## config.mk

```make
export PLATFORM = sky130hd
export DESIGN_NAME = sensor_pattern_gen
export DESIGN_NICKNAME = d
export VERILOG_FILES = /design/src/rtl/sensor_pattern_gen.sv
export SDC_FILE = /design/constraint.sdc
export NUM_CORES = 1
export LEC_CHECK = 0
export CAP_MARGIN = 10
export CELL_PAD_IN_SITES_DETAIL_PLACEMENT = 0
export CELL_PAD_IN_SITES_GLOBAL_PLACEMENT = 1
export CORE_MARGIN = 10
export CORE_UTILIZATION = 49
export DETAILED_ROUTE_END_ITERATION = 16
export PLACE_DENSITY_LB_ADDON = 0.08
export SLEW_MARGIN = 20
export SYNTH_ARGS = -nofsm -noshare
export SYNTH_HDL_FRONTEND = slang
export SYNTH_SLANG_ARGS = --single-unit
```

## constraint.sdc

```tcl
create_clock -name sys_clk -period 7.55 [get_ports sys_clk]
set_clock_uncertainty 0.15 [all_clocks]
set_input_delay 0.755 -clock sys_clk [delete_from_list [all_inputs] [get_ports sys_clk]]
set_output_delay 0.755 -clock sys_clk [all_outputs]
set_load 0.05 [all_outputs]
```

## src/rtl/sensor_pattern_gen.sv

```systemverilog
// Parallel image-sensor test-pattern source: frame/line envelope, divided pixel clock,
// four selectable patterns, completed-frame counter and end-of-frame pulse.
module sensor_pattern_gen #(
  parameter int DATA_W   = 8,
  parameter int H_ACTIVE = 100,
  parameter int H_BLANK  = 4,
  parameter int V_LINES  = 50,
  parameter int V_BLANK  = 8,
  parameter int FV_LEAD  = 2,
  parameter int CLK_DIV  = 1,
  parameter int CHK_LOG2 = 3
) (
  input  logic              sys_clk,
  input  logic              sys_rst,
  input  logic              enable,
  input  logic [1:0]        mode,
  output logic [DATA_W-1:0] data_out,
  output logic              clk_out,
  output logic              frame_valid,
  output logic              line_valid,
  output logic              frame_done,
  output logic [15:0]       frame_cnt
);

  localparam int XW   = (H_ACTIVE > 1) ? $clog2(H_ACTIVE) : 1;
  localparam int YW   = (V_LINES > 1) ? $clog2(V_LINES) : 1;
  localparam int BMAX = (FV_LEAD > H_BLANK) ? ((FV_LEAD > V_BLANK) ? FV_LEAD : V_BLANK)
                                            : ((H_BLANK > V_BLANK) ? H_BLANK : V_BLANK);
  localparam int BW   = (BMAX > 1) ? $clog2(BMAX) : 1;
  localparam int DW   = (CLK_DIV > 1) ? $clog2(CLK_DIV) : 1;

  localparam logic [XW-1:0] X_LAST    = XW'(H_ACTIVE - 1);
  localparam logic [YW-1:0] Y_LAST    = YW'(V_LINES - 1);
  localparam logic [BW-1:0] LEAD_LAST = BW'(FV_LEAD - 1);
  localparam logic [BW-1:0] HB_LAST   = BW'(H_BLANK - 1);
  localparam logic [BW-1:0] VB_LAST   = BW'(V_BLANK - 1);
  localparam logic [DW-1:0] DIV_LAST  = DW'(CLK_DIV - 1);
  localparam logic [15:0]   LFSR_SEED = 16'hACE1;

  typedef enum logic [2:0] {IDLE, LEAD, ACTIVE, HBLANK, VBLANK} state_t;

  state_t            state, state_nxt;
  logic [DW-1:0]     div, div_nxt;
  logic [BW-1:0]     cnt, cnt_nxt;
  logic [XW-1:0]     x, x_nxt, x_inc;
  logic [YW-1:0]     y, y_nxt, y_inc;
  logic [15:0]       lfsr, lfsr_nxt, lfsr_adv;
  logic [1:0]        frame_mode, mode_nxt;
  logic [DATA_W-1:0] data_nxt;
  logic              clk_nxt, lv_nxt, fv_nxt, done_nxt;
  logic [15:0]       fcnt_nxt;
  logic              div_wrap, boundary;

  function automatic logic [15:0] lfsr_step(input logic [15:0] l);
    return {l[14:0], l[15] ^ l[13] ^ l[12] ^ l[10]};
  endfunction

  // Coordinates are widened first so the checkerboard bit exists even for narrow x/y.
  function automatic logic [DATA_W-1:0] pixel(input logic [1:0]        m,
                                              input logic [XW-1:0]     px,
                                              input logic [YW-1:0]     py,
                                              input logic [DATA_W-1:0] l);
    logic [31:0] xe, ye, sum;
    xe  = 32'(px);
    ye  = 32'(py);
    sum = xe + ye;
    case (m)
      2'd0:    pixel = sum[DATA_W-1:0];
      2'd1:    pixel = xe[DATA_W-1:0];
      2'd2:    pixel = (xe[CHK_LOG2] ^ ye[CHK_LOG2]) ? {DATA_W{1'b1}} : {DATA_W{1'b0}};
      default: pixel = l;
    endcase
  endfunction

  always_comb begin
    state_nxt = state;
    div_nxt   = div;
    clk_nxt   = clk_out;
    cnt_nxt   = cnt;
    x_nxt     = x;
    y_nxt     = y;
    lfsr_nxt  = lfsr;
    mode_nxt  = frame_mode;
    data_nxt  = data_out;
    lv_nxt    = line_valid;
    fv_nxt    = frame_valid;
    done_nxt  = 1'b0;
    fcnt_nxt  = frame_cnt;
    lfsr_adv  = lfsr_step(lfsr);
    x_inc     = x + XW'(1);
    y_inc     = y + YW'(1);
    div_wrap  = (div == DIV_LAST);
    boundary  = div_wrap && clk_out;

    if (state == IDLE) begin
      div_nxt = '0;
      clk_nxt = 1'b0;
      if (enable) begin
        state_nxt = LEAD;
        cnt_nxt   = '0;
        fv_nxt    = 1'b1;
        lfsr_nxt  = LFSR_SEED;
        mode_nxt  = mode;
        x_nxt     = '0;
        y_nxt     = '0;
      end
    end else begin
      div_nxt = div_wrap ? '0 : div + DW'(1);
      clk_nxt = div_wrap ? ~clk_out : clk_out;
      // Everything visible on the sensor bus moves only on the clk_out falling edge.
      if (boundary) begin
        case (state)
          LEAD: begin
            if (cnt == LEAD_LAST) begin
              state_nxt = ACTIVE;
              x_nxt     = '0;
              y_nxt     = '0;
              lv_nxt    = 1'b1;
              data_nxt  = pixel(frame_mode, '0, '0, lfsr[DATA_W-1:0]);
            end else begin
              cnt_nxt = cnt + BW'(1);
            end
          end
          ACTIVE: begin
            lfsr_nxt = lfsr_adv;
            if (x == X_LAST) begin
              lv_nxt   = 1'b0;
              data_nxt = '0;
              cnt_nxt  = '0;
              if (y == Y_LAST) begin
                state_nxt = VBLANK;
                fv_nxt    = 1'b0;
                done_nxt  = 1'b1;
                fcnt_nxt  = frame_cnt + 16'd1;
              end else begin
                state_nxt = HBLANK;
              end
            end else begin
              x_nxt    = x_inc;
              data_nxt = pixel(frame_mode, x_inc, y, lfsr_adv[DATA_W-1:0]);
            end
          end
          HBLANK: begin
            if (cnt == HB_LAST) begin
              state_nxt = ACTIVE;
              x_nxt     = '0;
              y_nxt     = y_inc;
              lv_nxt    = 1'b1;
              data_nxt  = pixel(frame_mode, '0, y_inc, lfsr[DATA_W-1:0]);
            end else begin
              cnt_nxt = cnt + BW'(1);
            end
          end
          VBLANK: begin
            if (cnt == VB_LAST) begin
              cnt_nxt = '0;
              x_nxt   = '0;
              y_nxt   = '0;
              if (enable) begin
                state_nxt = LEAD;
                fv_nxt    = 1'b1;
                lfsr_nxt  = LFSR_SEED;
                mode_nxt  = mode;
              end else begin
                state_nxt = IDLE;
                div_nxt   = '0;
                clk_nxt   = 1'b0;
              end
            end else begin
              cnt_nxt = cnt + BW'(1);
            end
          end
          default: ;
        endcase
      end
    end
  end

  always_ff @(posedge sys_clk or posedge sys_rst) begin
    if (sys_rst) begin
      state       <= IDLE;
      div         <= '0;
      cnt         <= '0;
      x           <= '0;
      y           <= '0;
      lfsr        <= '0;
      frame_mode  <= '0;
      data_out    <= '0;
      clk_out     <= 1'b0;
      frame_valid <= 1'b0;
      line_valid  <= 1'b0;
      frame_done  <= 1'b0;
      frame_cnt   <= '0;
    end else begin
      state       <= state_nxt;
      div         <= div_nxt;
      cnt         <= cnt_nxt;
      x           <= x_nxt;
      y           <= y_nxt;
      lfsr        <= lfsr_nxt;
      frame_mode  <= mode_nxt;
      data_out    <= data_nxt;
      clk_out     <= clk_nxt;
      frame_valid <= fv_nxt;
      line_valid  <= lv_nxt;
      frame_done  <= done_nxt;
      frame_cnt   <= fcnt_nxt;
    end
  end

endmodule

```

== After elaboration in Yosys (flattened, before gate mapping) ==
Cells that the tools add are included.
Cells by class
  $add $sub $neg: 6
  reductions and logical operators: 21
  bitwise logic cells: 7
  mux-type cells: 80
  equal/unequal tests: 23
Operators by type and width (count)
  case mux 8 bit (3 select lines): 3
  two-way mux 16 bit: 4
  two-way mux 7 bit: 7
  two-way mux 8 bit: 6
  two-way mux 3 bit: 15
  two-way mux 6 bit: 6
  case mux 16 bit (2 select lines): 1
  case mux 7 bit (4 select lines): 1
  two-way mux 1 bit: 27
  != test 3 bit, second input constant: 8
  case mux 3 bit (4 select lines): 2
  case mux 6 bit (3 select lines): 1
  AND reduction 6 bit: 3
  adder 16 x 1 -> 16 bit, second input constant: 1
  AND reduction 5 bit: 3
  AND reduction 7 bit: 2
  two-way mux 2 bit: 5
  == test 3 x 2 -> 1 bit, second input constant: 3
  adder 7 x 6 -> 8 bit: 1
  != test 2 bit, second input constant: 4
  adder 7 x 1 -> 7 bit, second input constant: 1
  == test 7 bit, second input constant: 1
  adder 6 x 1 -> 6 bit, second input constant: 1
  == test 3 x 1 -> 1 bit, second input constant: 2
  19 further kinds: 29
Word-level totals
  flip-flop bits (word level): 66
  input port bits: 5
  word-level logic and storage cells: 150

== Depth between registers and ports, before layout ==
  word-level depth: 7
  depth in mapped cells: 10
  mapped depth without buffers: 9

== Worst setup path after synthesis ==
OpenSTA, ideal clock, no wires.
  path type: flip-flop to flip-flop
  start: reg x[0]
  end: reg data_out[6]
  cell stages (with the launch flop): 10
  arrival time: 2411 ps
  required time: 7276 ps
  path buffers: 0
  setup slack: 4865 ps
  cells stage by stage: dfrtp_1 ha_1 nand3_1 xnor2_1 ha_1 and2_1 a311o_1 a2111oi_0 nor3b_1 a211o_1
On the way
  word-level cells in the longest chain between the ends: 6
Ends and longest elaborated chain
  start, declared: line 45  | logic [XW-1:0] x, x_nxt, x_inc;
  start signal, assigned: line 198  | x <= x_nxt;
  parallel branches: the longest is 4 deep, another holds adder 7 x 6 -> 8 bit
  two-way mux 8 bit *: line 126  | if (x == X_LAST) begin
  case mux 8 bit (3 select lines) *: line 112  | case (state)
  end signal, assigned: line 202  | data_out <= data_nxt;
  end, declared: line 17  | output logic [DATA_W-1:0] data_out,
Every way passes the cells marked *.
A chain may end at the register's enable or synchronous reset.

== Worst setup path after layout ==
Same ends and word-level chain as after synthesis.

==> metrics.yaml <==
job:
  cap_violations: 0
placed_design:
  dp_cells: 544
  gp_congestion: 0.890
  dp_hpwl_um: 7140
  port_buffers: 32
  post-place-ws_ps: 4550
pwr:
  power_density_mw_per_mm2: 154
  ir_drop_v: 0.0000873
  leakage_nw: 2.02
clock_tree:
  cts_buffers: 9
  post_cts_buffers: 0
  clockRootBuffer: "clkbuf_8"
  ctsHoldBuffers: 0
  h-tree-depth: 3
  ctsResizeCount: 0
  cts.sinks: 65
  clk_latency_ps: 340
  cts_tree: "built"
  clk_pin_slew_ps: 80
  clockBufferDepth: 2
global_route:
  met3_usage_pct: 4.21
  grtUsageMet1_pct: 22.4
  grt-ovfl-total: 0
  grtUsageTotal_pct: 16.2
  met2_usage_pct: 24.0
  first_global_vias: 3213
  grt_max_degree: 66
  grt_pass1_wl_um: 16800
  top_usage_layer: "met2"
  antenna_found_initial: 0
synth:
  synth_seq_cells: 65
  synthAdderAreaFrac_pct: 4.85
  synthTopCellsByCount: "dfrtp_1, nor2_1, nand2_1, o21ai_0, a21oi_1"
  syn_avg_cell_area_um2: 9.33
  post-synth-top-area-cell: "dfrtp_1"
  synthArstFlopShare_pct: 100
  synthTopCellsByArea: "dfrtp_1, ha_1, o21ai_0"
  synth_top_area_share_pct: 40.4
  synth_xor_area_share_pct: 5.88
  synthMuxAreaShare_pct: 3.83
  synthesis.area_mm2: 0.00402
  synth_top_family_by_area: "compound AO/OA/AOI/OAI gates"
  ys_dominant_reg_cell: "dfrtp_1"
  synth_edf_count: 0
  yosysMostFrequentCell: "dfrtp_1"
  ys_seq_area_share_pct: 40.4
  yosys.area_share.simple_pct: 20.2
  syn_nets: 451
  netlist_instances: 431
  synth_compound_area_share_pct: 21.0
  yosys_warnings: 0
  yosys.cell_types.count: 66
timing:
  hold-worst-slack_ps: 325
  setup_slack_ps: 4550
  final.setup.tns_ps: 0
  setup_viol: 0
  max-slew-margin-rel_pct: 37.6
  fmax_mhz: 333
  worst_slew_pin_slew_ps: 936
  fin_crit_sh_pct: 39.7
  rsz0062_at_grt: "no"
  drv_slew: 0
  hold_violations: 0
  min_period_ps: 3000
drt:
  drc: 0
  totalWireLength_um: 10100
  first_pass_iters: 5
  wl_per_cell_um: 18.0
  routed_via_density: 6.13
  drt_iter0_drc: 233
  ant_nets: 0
  via_count: 3431
layout:
  regArea_mm2: 0.00163
  post-route-util_pct: 58.6
  multi_input_area_mm2: 0.00224
  nNetsFinal: 473
  area_growth_syn_to_layout_pct: 14.3
  fillCellCount: 723
  final_cell_count_no_fill: 560
  layout-drive-gt1-share_pct: 8.95
  antenna_cells: 0
run_status:
  outcome: "finished, final reports clean"
die:
  rows: 32
  core_region_area_mm2: 0.00785
  num_io_pins: 33
  fp.dieW_um: 111
  fp.dieH_um: 111
  die_area_mm2: 0.0122
  start_util_pct: 51.3
worst_setup_path:
  required_ps: 7640
  worstSetupEndpointType: "register"
  criticalPathCategory: "register to register"
  crit_arrival_ps: 3090
  crit_path_start_kind: "register"
  r2r_slack_ps: 4550
  cp_max_fo: 7
hold_path:
  hp-class: "register to register"
-- critical path, cell delays in order (launching register included) --
cell       delay, ps
dfrtp_1          490
ha_1             320
nand3_1          130
xnor2_1          270
ha_1             350
and2_1           160
a311o_1          340
a2111oi_0        360
nor3b_1          100
a211o_1          230
-- logic make-up (layout without fill, tap and decap cells) --
| logic type | Yosys count | after routing |
|---|---|---|
| AOI/OAI and AO/OA | 126 | 126 |
| and+or+nand+nor | 148 | 148 |
| muxes | 12 | 12 |
| adders and majority gates | 15 | 15 |
| buffers and inverters | 38 | 65 |
| xor gates and xnor gates | 27 | 27 |
| DFF | 65 | 65 |
-- metal layers --
layer  routed length (um)  vias to the layer above
met2                 4460                      117
li1                     -                     1629
met3                  707                       13
met4                  134                        0
met5                    0                        -
met1                 4790                     1672
-- final cells by class --
class / count / area share [%]
multi-input cells: 328 / 48.8
flip-flops and latches: 65 / 35.4
repair buffers: 36 / 7.62
well taps: 102 / 2.77
clock buffers: 9 / 2.69
clock inverters: 7 / 1.69
inverters: 13 / 1.06
-- state kept, by name, summed over array words and instances (netlist names) --
register and count:
line_valid 1, state 3, frame_done 1, frame_mode 2, y 6, data_out 8, frame_valid 1, cnt 3
frame_cnt 16, x 7, clk_out 1, lfsr 16
-- where the power goes --
group	internal [mW]	switching [mW]	leakage, nW
Combinational	0.0157	0.0258	1.07
Sequential	0.352	0.00855	0.856
Clock	0.155	0.151	0.100
-- worst paths after layout --
check / start / to / cells after the start
max: x[0] / data_out[6] / 9
min: frame_cnt[15] / frame_cnt[15] / 1
max reg2reg: x[0] / data_out[6] / 9
min reg2reg: frame_cnt[15] / frame_cnt[15] / 1
max in group asynchronous: sys_rst / frame_mode[0] / 3
min in group asynchronous: sys_rst / x[5] / 3
-- cell usage in the layout (no fill, tap or decap), types with 4 or more instances in the layout --
master	count
nand2b_1	9
mux2_2	7
inv_1	12
xnor2_1	16
a31oi_1	4
nor2_1	34
o22a_1	8
clkdlybuf4s50_1	32
and3_1	6
a211oi_1	5
a21o_1	6
ha_1	14
o21ai_0	29
nand3_1	19
nand2_1	30
nor3_1	5
o31ai_1	4
clkbuf_8	9
nor2b_1	6
buf_4	4
and2_1	5
nand4_1	7
a221oi_1	4
a21oi_1	28
xor2_1	11
dfrtp_1	65
a22o_1	10
-- through the flow --
step                total power, mW  area [um^2]
detailed placement            0.410         4390
global route                  0.735         4600
floorplan                     0.394         4020
finish                        0.708         4600
CTS                           0.716         4600
global placement              0.410         4390
No activity file was read; power rests on OpenSTA's default activity.
